## src/rtl/alu_share_ctrl_pkg.sv

```systemverilog
// Shared definitions for the two-requester ALU sequencing controller:
// command codes, FSM states and flag bit positions.
package alu_share_ctrl_pkg;

  localparam int unsigned CMD_W  = 3;
  localparam int unsigned FLAG_W = 3;

  // Flag vector layout: {carryout, overflow, zero}
  localparam int unsigned FLAG_CARRY = 2;
  localparam int unsigned FLAG_OVF   = 1;
  localparam int unsigned FLAG_ZERO  = 0;

  typedef enum logic [CMD_W-1:0] {
    CMD_ADD  = 3'd0,
    CMD_SUB  = 3'd1,
    CMD_XOR  = 3'd2,
    CMD_SLT  = 3'd3,
    CMD_AND  = 3'd4,
    CMD_NAND = 3'd5,
    CMD_NOR  = 3'd6,
    CMD_OR   = 3'd7
  } alu_cmd_e;

  typedef enum logic [1:0] {
    ST_IDLE = 2'd0,
    ST_EXEC = 2'd1,
    ST_RESP = 2'd2
  } state_e;

  // Assemble the ALU status bits into the response flag layout.
  function automatic logic [FLAG_W-1:0] pack_flags(input logic carryout,
                                                   input logic overflow,
                                                   input logic zero);
    logic [FLAG_W-1:0] f;
    f             = '0;
    f[FLAG_CARRY] = carryout;
    f[FLAG_OVF]   = overflow;
    f[FLAG_ZERO]  = zero;
    return f;
  endfunction

endpackage

```

## src/rtl/alu_share_ctrl_rr_arb2.sv

```systemverilog
// Two-way round-robin grant: a lone requester wins; on contention the
// requester that was not granted last wins.
module rr_arb2 (
  input  logic valid0,
  input  logic valid1,
  input  logic last_grant,
  output logic gnt_valid_c,
  output logic gnt_owner_c
);

  always_comb begin
    gnt_valid_c = valid0 | valid1;
    if (valid0 && valid1) begin
      gnt_owner_c = ~last_grant;
    end else begin
      gnt_owner_c = valid1;
    end
  end

endmodule

```

## src/rtl/alu_share_ctrl.sv

```systemverilog
// Shares one combinational ALU between two requesters: arbitrate, register
// operands, capture result/flags one cycle later, hold until accepted.
module alu_share_ctrl
  import alu_share_ctrl_pkg::*;
#(
  parameter int unsigned WIDTH = 32
) (
  input  logic               clk,
  input  logic               reset,

  input  logic               req0_valid,
  output logic               req0_ready,
  input  logic [CMD_W-1:0]   req0_cmd,
  input  logic [WIDTH-1:0]   req0_a,
  input  logic [WIDTH-1:0]   req0_b,

  input  logic               req1_valid,
  output logic               req1_ready,
  input  logic [CMD_W-1:0]   req1_cmd,
  input  logic [WIDTH-1:0]   req1_a,
  input  logic [WIDTH-1:0]   req1_b,

  output logic               resp0_valid,
  input  logic               resp0_ready,
  output logic [WIDTH-1:0]   resp0_result,
  output logic [FLAG_W-1:0]  resp0_flags,

  output logic               resp1_valid,
  input  logic               resp1_ready,
  output logic [WIDTH-1:0]   resp1_result,
  output logic [FLAG_W-1:0]  resp1_flags,

  output logic [CMD_W-1:0]   alu_cmd,
  output logic [WIDTH-1:0]   alu_a,
  output logic [WIDTH-1:0]   alu_b,
  input  logic [WIDTH-1:0]   alu_result,
  input  logic               alu_carryout,
  input  logic               alu_overflow,
  input  logic               alu_zero
);

  state_e              state_q;
  state_e              state_d;
  logic                owner_q;
  logic                last_grant_q;
  logic                gnt_valid_c;
  logic                gnt_owner_c;
  logic                accept_c;
  logic                capture_c;
  logic                release_c;
  logic [FLAG_W-1:0]   flags_c;

  rr_arb2 u_arb (
    .valid0      (req0_valid),
    .valid1      (req1_valid),
    .last_grant  (last_grant_q),
    .gnt_valid_c (gnt_valid_c),
    .gnt_owner_c (gnt_owner_c)
  );

  assign flags_c = pack_flags(alu_carryout, alu_overflow, alu_zero);

  // State register
  always_ff @(posedge clk or posedge reset) begin
    if (reset) begin
      state_q <= ST_IDLE;
    end else begin
      state_q <= state_d;
    end
  end

  // Next-state and handshake decode; ready is only ever offered in IDLE
  always_comb begin
    state_d    = state_q;
    req0_ready = 1'b0;
    req1_ready = 1'b0;
    accept_c   = 1'b0;
    capture_c  = 1'b0;
    release_c  = 1'b0;
    case (state_q)
      ST_IDLE: begin
        if (gnt_valid_c) begin
          req0_ready = ~gnt_owner_c;
          req1_ready = gnt_owner_c;
          accept_c   = 1'b1;
          state_d    = ST_EXEC;
        end
      end
      ST_EXEC: begin
        capture_c = 1'b1;
        state_d   = ST_RESP;
      end
      ST_RESP: begin
        if ((!owner_q && resp0_ready) || (owner_q && resp1_ready)) begin
          release_c = 1'b1;
          state_d   = ST_IDLE;
        end
      end
      default: begin
        state_d = ST_IDLE;
      end
    endcase
  end

  // Owner tracking and round-robin pointer; pointer starts at 1 so req0
  // wins the first contention.
  always_ff @(posedge clk or posedge reset) begin
    if (reset) begin
      owner_q      <= 1'b0;
      last_grant_q <= 1'b1;
    end else if (accept_c) begin
      owner_q      <= gnt_owner_c;
      last_grant_q <= gnt_owner_c;
    end
  end

  // ALU operand registers, loaded only on an accepted request
  always_ff @(posedge clk or posedge reset) begin
    if (reset) begin
      alu_cmd <= '0;
      alu_a   <= '0;
      alu_b   <= '0;
    end else if (accept_c) begin
      if (gnt_owner_c) begin
        alu_cmd <= req1_cmd;
        alu_a   <= req1_a;
        alu_b   <= req1_b;
      end else begin
        alu_cmd <= req0_cmd;
        alu_a   <= req0_a;
        alu_b   <= req0_b;
      end
    end
  end

  // Response channel 0
  always_ff @(posedge clk or posedge reset) begin
    if (reset) begin
      resp0_valid  <= 1'b0;
      resp0_result <= '0;
      resp0_flags  <= '0;
    end else if (capture_c && !owner_q) begin
      resp0_valid  <= 1'b1;
      resp0_result <= alu_result;
      resp0_flags  <= flags_c;
    end else if (release_c && !owner_q) begin
      resp0_valid  <= 1'b0;
    end
  end

  // Response channel 1
  always_ff @(posedge clk or posedge reset) begin
    if (reset) begin
      resp1_valid  <= 1'b0;
      resp1_result <= '0;
      resp1_flags  <= '0;
    end else if (capture_c && owner_q) begin
      resp1_valid  <= 1'b1;
      resp1_result <= alu_result;
      resp1_flags  <= flags_c;
    end else if (release_c && owner_q) begin
      resp1_valid  <= 1'b0;
    end
  end

endmodule

```

## config.mk

```make
export PLATFORM = sky130hd
export DESIGN_NAME = alu_share_ctrl
export DESIGN_NICKNAME = d
export VERILOG_FILES = /design/src/rtl/alu_share_ctrl_pkg.sv /design/src/rtl/alu_share_ctrl_rr_arb2.sv /design/src/rtl/alu_share_ctrl.sv
export SDC_FILE = /design/constraint.sdc
export NUM_CORES = 1
export LEC_CHECK = 0
export CORE_ASPECT_RATIO = 1.75
export CORE_MARGIN = 2
export CORE_UTILIZATION = 39
export DETAILED_ROUTE_END_ITERATION = 10
export GPL_ROUTABILITY_DRIVEN = 0
export PLACE_DENSITY = 0.8
export SLEW_MARGIN = 10
export SYNTH_ARGS = -nofsm -noshare
export SYNTH_HDL_FRONTEND = slang
export SYNTH_SLANG_ARGS = --single-unit
```

## constraint.sdc

```tcl
create_clock -name clk -period 5.2 [get_ports clk]
set_clock_uncertainty 0.1 [all_clocks]
set_input_delay 0.52 -clock clk [delete_from_list [all_inputs] [get_ports clk]]
set_output_delay 0.52 -clock clk [all_outputs]
set_load 0.1 [all_outputs]
```

---- Word-level counts from Yosys, hierarchy flattened ----
Index checks and enable logic that the tools add are counted.
operators by class
  eq/ne operators ......................... 4
  mux-type cells .......................... 20
  bitwise operators ....................... 3
  reduce and logical (&&, ||, !) cells .... 13
operators with widths
  kind                number
  $mux 32             2
  $mux 1              14
  $logic_and 1x1->1   7
  $pmux 2 s3          1
  $mux 2              2
  $ne 2x2->1 const B  2
  $reduce_bool 2->1   2
  $mux 3              1
  $eq 2x1->1 const B  1
  $eq 2x2->1 const B  1
  $logic_not 2->1     1
  $not 1->1           2
  $reduce_and 2->1    1
  $logic_not 1->1     1
  $logic_or 1x1->1    1
  $or 1x1->1          1
storage, ports and cells
  word-level logic and storage cells ...... 52
  register bits ........................... 143

---- Depth between registers and ports, before layout ----
  depth in word-level cells ............... 8
  depth in mapped cells ................... 6

---- Modules after synthesis ----
A second synthesis with hierarchy kept.
unflattened totals
  cells, all modules ...................... 466
  area total of the unflattened synthesis .. 6,125.9 µm²
by module, submodules not included
  module          cells an instance  times used  area an instance (µm²)  seq. area each (µm²)
  alu_share_ctrl  464                1           6,112.1                 3,579.7
  rr_arb2         2                  1           13.8                    0.0

---- Least setup slack after synthesis ----
Ideal clock, no wire load.
  kind .................................... flip-flop to output port
  from .................................... register last_grant_q
  to ...................................... output req0_ready
  required time ........................... 4,580 ps
  stages on the path, launching flop included .. 5
  arrival ................................. 1,927 ps
  setup slack ............................. 2,653 ps
  cell sequence ........................... dfstp_2 -> nand2b_1 -> and3_1 -> clkbuf_1 -> clkbuf_1
on the way
  longest elaborated chain between the ends .. 5
RTL lines
  item                    line                          RTL
  from (decl)             alu_share_ctrl.sv:45          logic last_grant_q;
  from (signal assigned)  alu_share_ctrl.sv:113         last_grant_q <= gnt_owner_c;
  $not 1->1               alu_share_ctrl_rr_arb2.sv:14  gnt_owner_c = ~last_grant;
  $mux 1                  alu_share_ctrl_rr_arb2.sv:13  if (valid0 && valid1) begin
  $not 1->1               alu_share_ctrl.sv:83          req0_ready = ~gnt_owner_c;
  $mux 1                  alu_share_ctrl.sv:82          if (gnt_valid_c) begin
  $mux 1                  alu_share_ctrl.sv:80          case (state_q)
  to (decl)               alu_share_ctrl.sv:12          output logic req0_ready,
Every way passes these cells.

---- Worst setup path after layout ----
  from .................................... register state_q[0]
  to ...................................... output req0_ready
on the way
  longest elaborated chain between the ends .. 2
RTL lines
  item                    line                  RTL
  from (decl)             alu_share_ctrl.sv:42  state_e state_q;
  from (signal assigned)  alu_share_ctrl.sv:68  state_q <= state_d;
  $logic_not 2->1         alu_share_ctrl.sv:80
  $mux 1                  alu_share_ctrl.sv:80
Every way passes these cells.

==> impl_metrics.json <==
{
  "outcome": "finished clean",
  "syn_nets": 586,
  "avgSynthCellArea_um2": 14.30,
  "synth_cell_types": 25,
  "synth_top_cell_area_share_pct": 60.48,
  "cp_max_fo": 7,
  "synth_seq_area_share_pct": 60.92,
  "die_area_um2": 16100,
  "cts_hold_buf": 0,
  "fin_util_pct": 65.22,
  "fin_ws_ps": 2095,
  "grt_use_total_pct": 22.04,
  "rsz0062_at_grt": "false",
  "numClockSinks": 143,
  "cts.root.buffer_cell": "clkbuf_16",
  "numCtsBuffers": 17,
  "period_needed_ps": 3105,
  "vias_per_cell": 5.337,
  "ys_seq_elements": 143,
  "hold_viol": 0,
  "synth.most_common_cell": "dfrtp_1",
  "async_flop_share_pct": 100.0,
  "relSlewSlack_pct": 28.95,
  "drt_iter0_drc": 188,
  "ios": 316,
  "n_antenna_cell": 0,
  "grt_antenna_before_repair": 0,
  "cap_violations": 0,
  "netlist_top_cells_area": "dfrtp_1 (60%), a221o_1 (11%), mux2_2 (10%)",
  "crit_type": "flop to output port",
  "clk_latency_ps": 400,
  "die_h_um": 166.4,
  "first_global_vias": 5321,
  "slew_viol_final": 0,
  "drive_above_1_share_pct": 13.26,
  "yosysWarnings": 0,
  "ctsHtreeMaxLevel": 4,
  "clk_pin_slew_worst_paths_ps": 60,
  "worstPathRequired_ps": 4580,
  "setup_viol": 0,
  "cp_slowest_cell": "clkdlybuf4s50_1",
  "drc": 0,
  "netlist_area_um2": 5876,
  "synth_commonest_cells": "dfrtp_1 (142), a221o_1 (67), o21a_1 (67)",
  "tightest_slew_ps": 1062,
  "vias": 4841,
  "fmax_mhz": 322.1,
  "holdWs_ps": 383.9,
  "grt_overflow": 0,
  "fill_cells": 1108,
  "netlist_instances": 411,
  "worstPathArrival_ps": 2480,
  "antenna_left": 0,
  "fp.dieW_um": 96.79,
  "cp-end-kind": "output port",
  "synthToLayoutAreaGrowth_pct": 64.71,
  "post_cts_resized": 0,
  "crit_chain": "nor2_1 > and3_2 > clkdlybuf4s50_1",
  "core-area_um2": 14840,
  "critPathLaunch": "state_q[0]$_DFFE_PP0P_",
  "grt_max_degree": 107,
  "post-route-period-util_pct": 59.71,
  "r2r_start": "owner_q$_DFFE_PP0P_",
  "synth_ff_type": "dfrtp_1",
  "cts.path.max_buffers": 2,
  "synth_edf_count": 0,
  "hold_class": "flop to flop",
  "seq_area_um2": 3580,
  "buffer_ports.inserted": 315,
  "holdCritStartpoint": "resp0_result[27]$_DFFE_PP0P_",
  "start_util_pct": 39.60,
  "core.rowCount": 59,
  "drt_pass1_iterations": 4,
  "cp-start-kind": "flop",
  "grt_pass1_wl_um": 28310,
  "final.setup.tns_ps": 0,
  "synth_top_cell_by_area": "dfrtp_1",
  "cpPeakStageDelay_ps": 1150,
  "post-dp-hpwl_um": 12880,
  "totalWireLength_um": 17670,
  "dp_slack_ps": 2113,
  "cts_tree": "done",
  "cts_setup_buffers": 0,
  "final_nets": 886,
  "multi_input_area_um2": 2117,
  "routedWlPerCell_um": 19.48
}
## state kept, by name (all words and copies together) (netlist names)
name and flops:
resp1_valid 1, state_q 2, resp1_result 32, resp0_valid 1
resp0_result 32, owner_q 1, alu_a 32, alu_cmd 3
last_grant_q 1, resp0_flags 3, alu_b 32, resp1_flags 3
## layout make-up
class                   count  share of cell area, %
flip-flops and latches    143                  36.99
repair buffers            319                  32.89
multi-input cells         227                  21.87
clock buffers              18                  4.434
well taps                 183                  2.366
clock inverters            14                  1.280
inverters                   3                 0.1681
## cell usage in the layout, fill, tap and decap left out, drive strengths merged
master           n
nor2b            1
o21a            67
a21boi           1
mux2            70
nor2             5
o22a             1
clkdlybuf4s50  315
dfrtp          142
nand2b           2
clkinvlp         5
and3             2
inv             11
dfstp            1
buf              4
or2              1
clkbuf          18
clkinv           1
nand2            1
nand3            2
a21o             2
a21oi            2
a221o           67
o21ai            2
a211o            1
## logic make-up (layout without fill, tap and decap cells)
logic type | after synthesis | count (layout) | synth area share [%]
compound gates | 143 | 143 | 21.00
simple gates | 14 | 14 | 1.235
buf+inv | 41 | 354 | 3.428
mux | 70 | 70 | 13.42
flops | 143 | 143 | 60.92
## worst max-delay path, delay by kind of cell, from the launching register on
| family | cells | cell delay (ps) |
|---|---|---|
| AND/OR/NAND/NOR | 2 | 470 |
| buffers and inverters | 1 | 1150 |
| flip-flops | 1 | 450 |
## stage by stage
step / cell area [um^2] / cells
after floorplan: 5876 / 411
after global placement: 9123 / 875
after detailed placement: 9123 / 875
after CTS: 9676 / 907
after global routing: 9678 / 907
final: 9678 / 907
## layer usage
metal	routed length, um	share of wire [%]	global-route usage (%)	up-vias
li1	-	-	-	2181
met1	6440	36	24.09	2372
met2	9532	54	39.10	245
met3	1097	6.2	6.692	43
met4	595	3.4	9.614	0
met5	0	0	0	-
## path summary, 6_finish.rpt
path                                                end  slack, ps  cells past startpoint
max                                          req0_ready       2100                      3
min                        resp0_result[27]$_DFFE_PP0P_        380                      1
max reg2reg                resp1_result[26]$_DFFE_PP0P_       3040                      2
min reg2reg                resp0_result[27]$_DFFE_PP0P_        380                      1
max in group asynchronous        alu_cmd[1]$_DFFE_PP0P_       3280                      3
min in group asynchronous  resp0_result[15]$_DFFE_PP0P_        570                      2
Power is left out: the tool's default activity adds up to more than one toggle a clock period on the data nets, which glitch-free logic cannot reach.
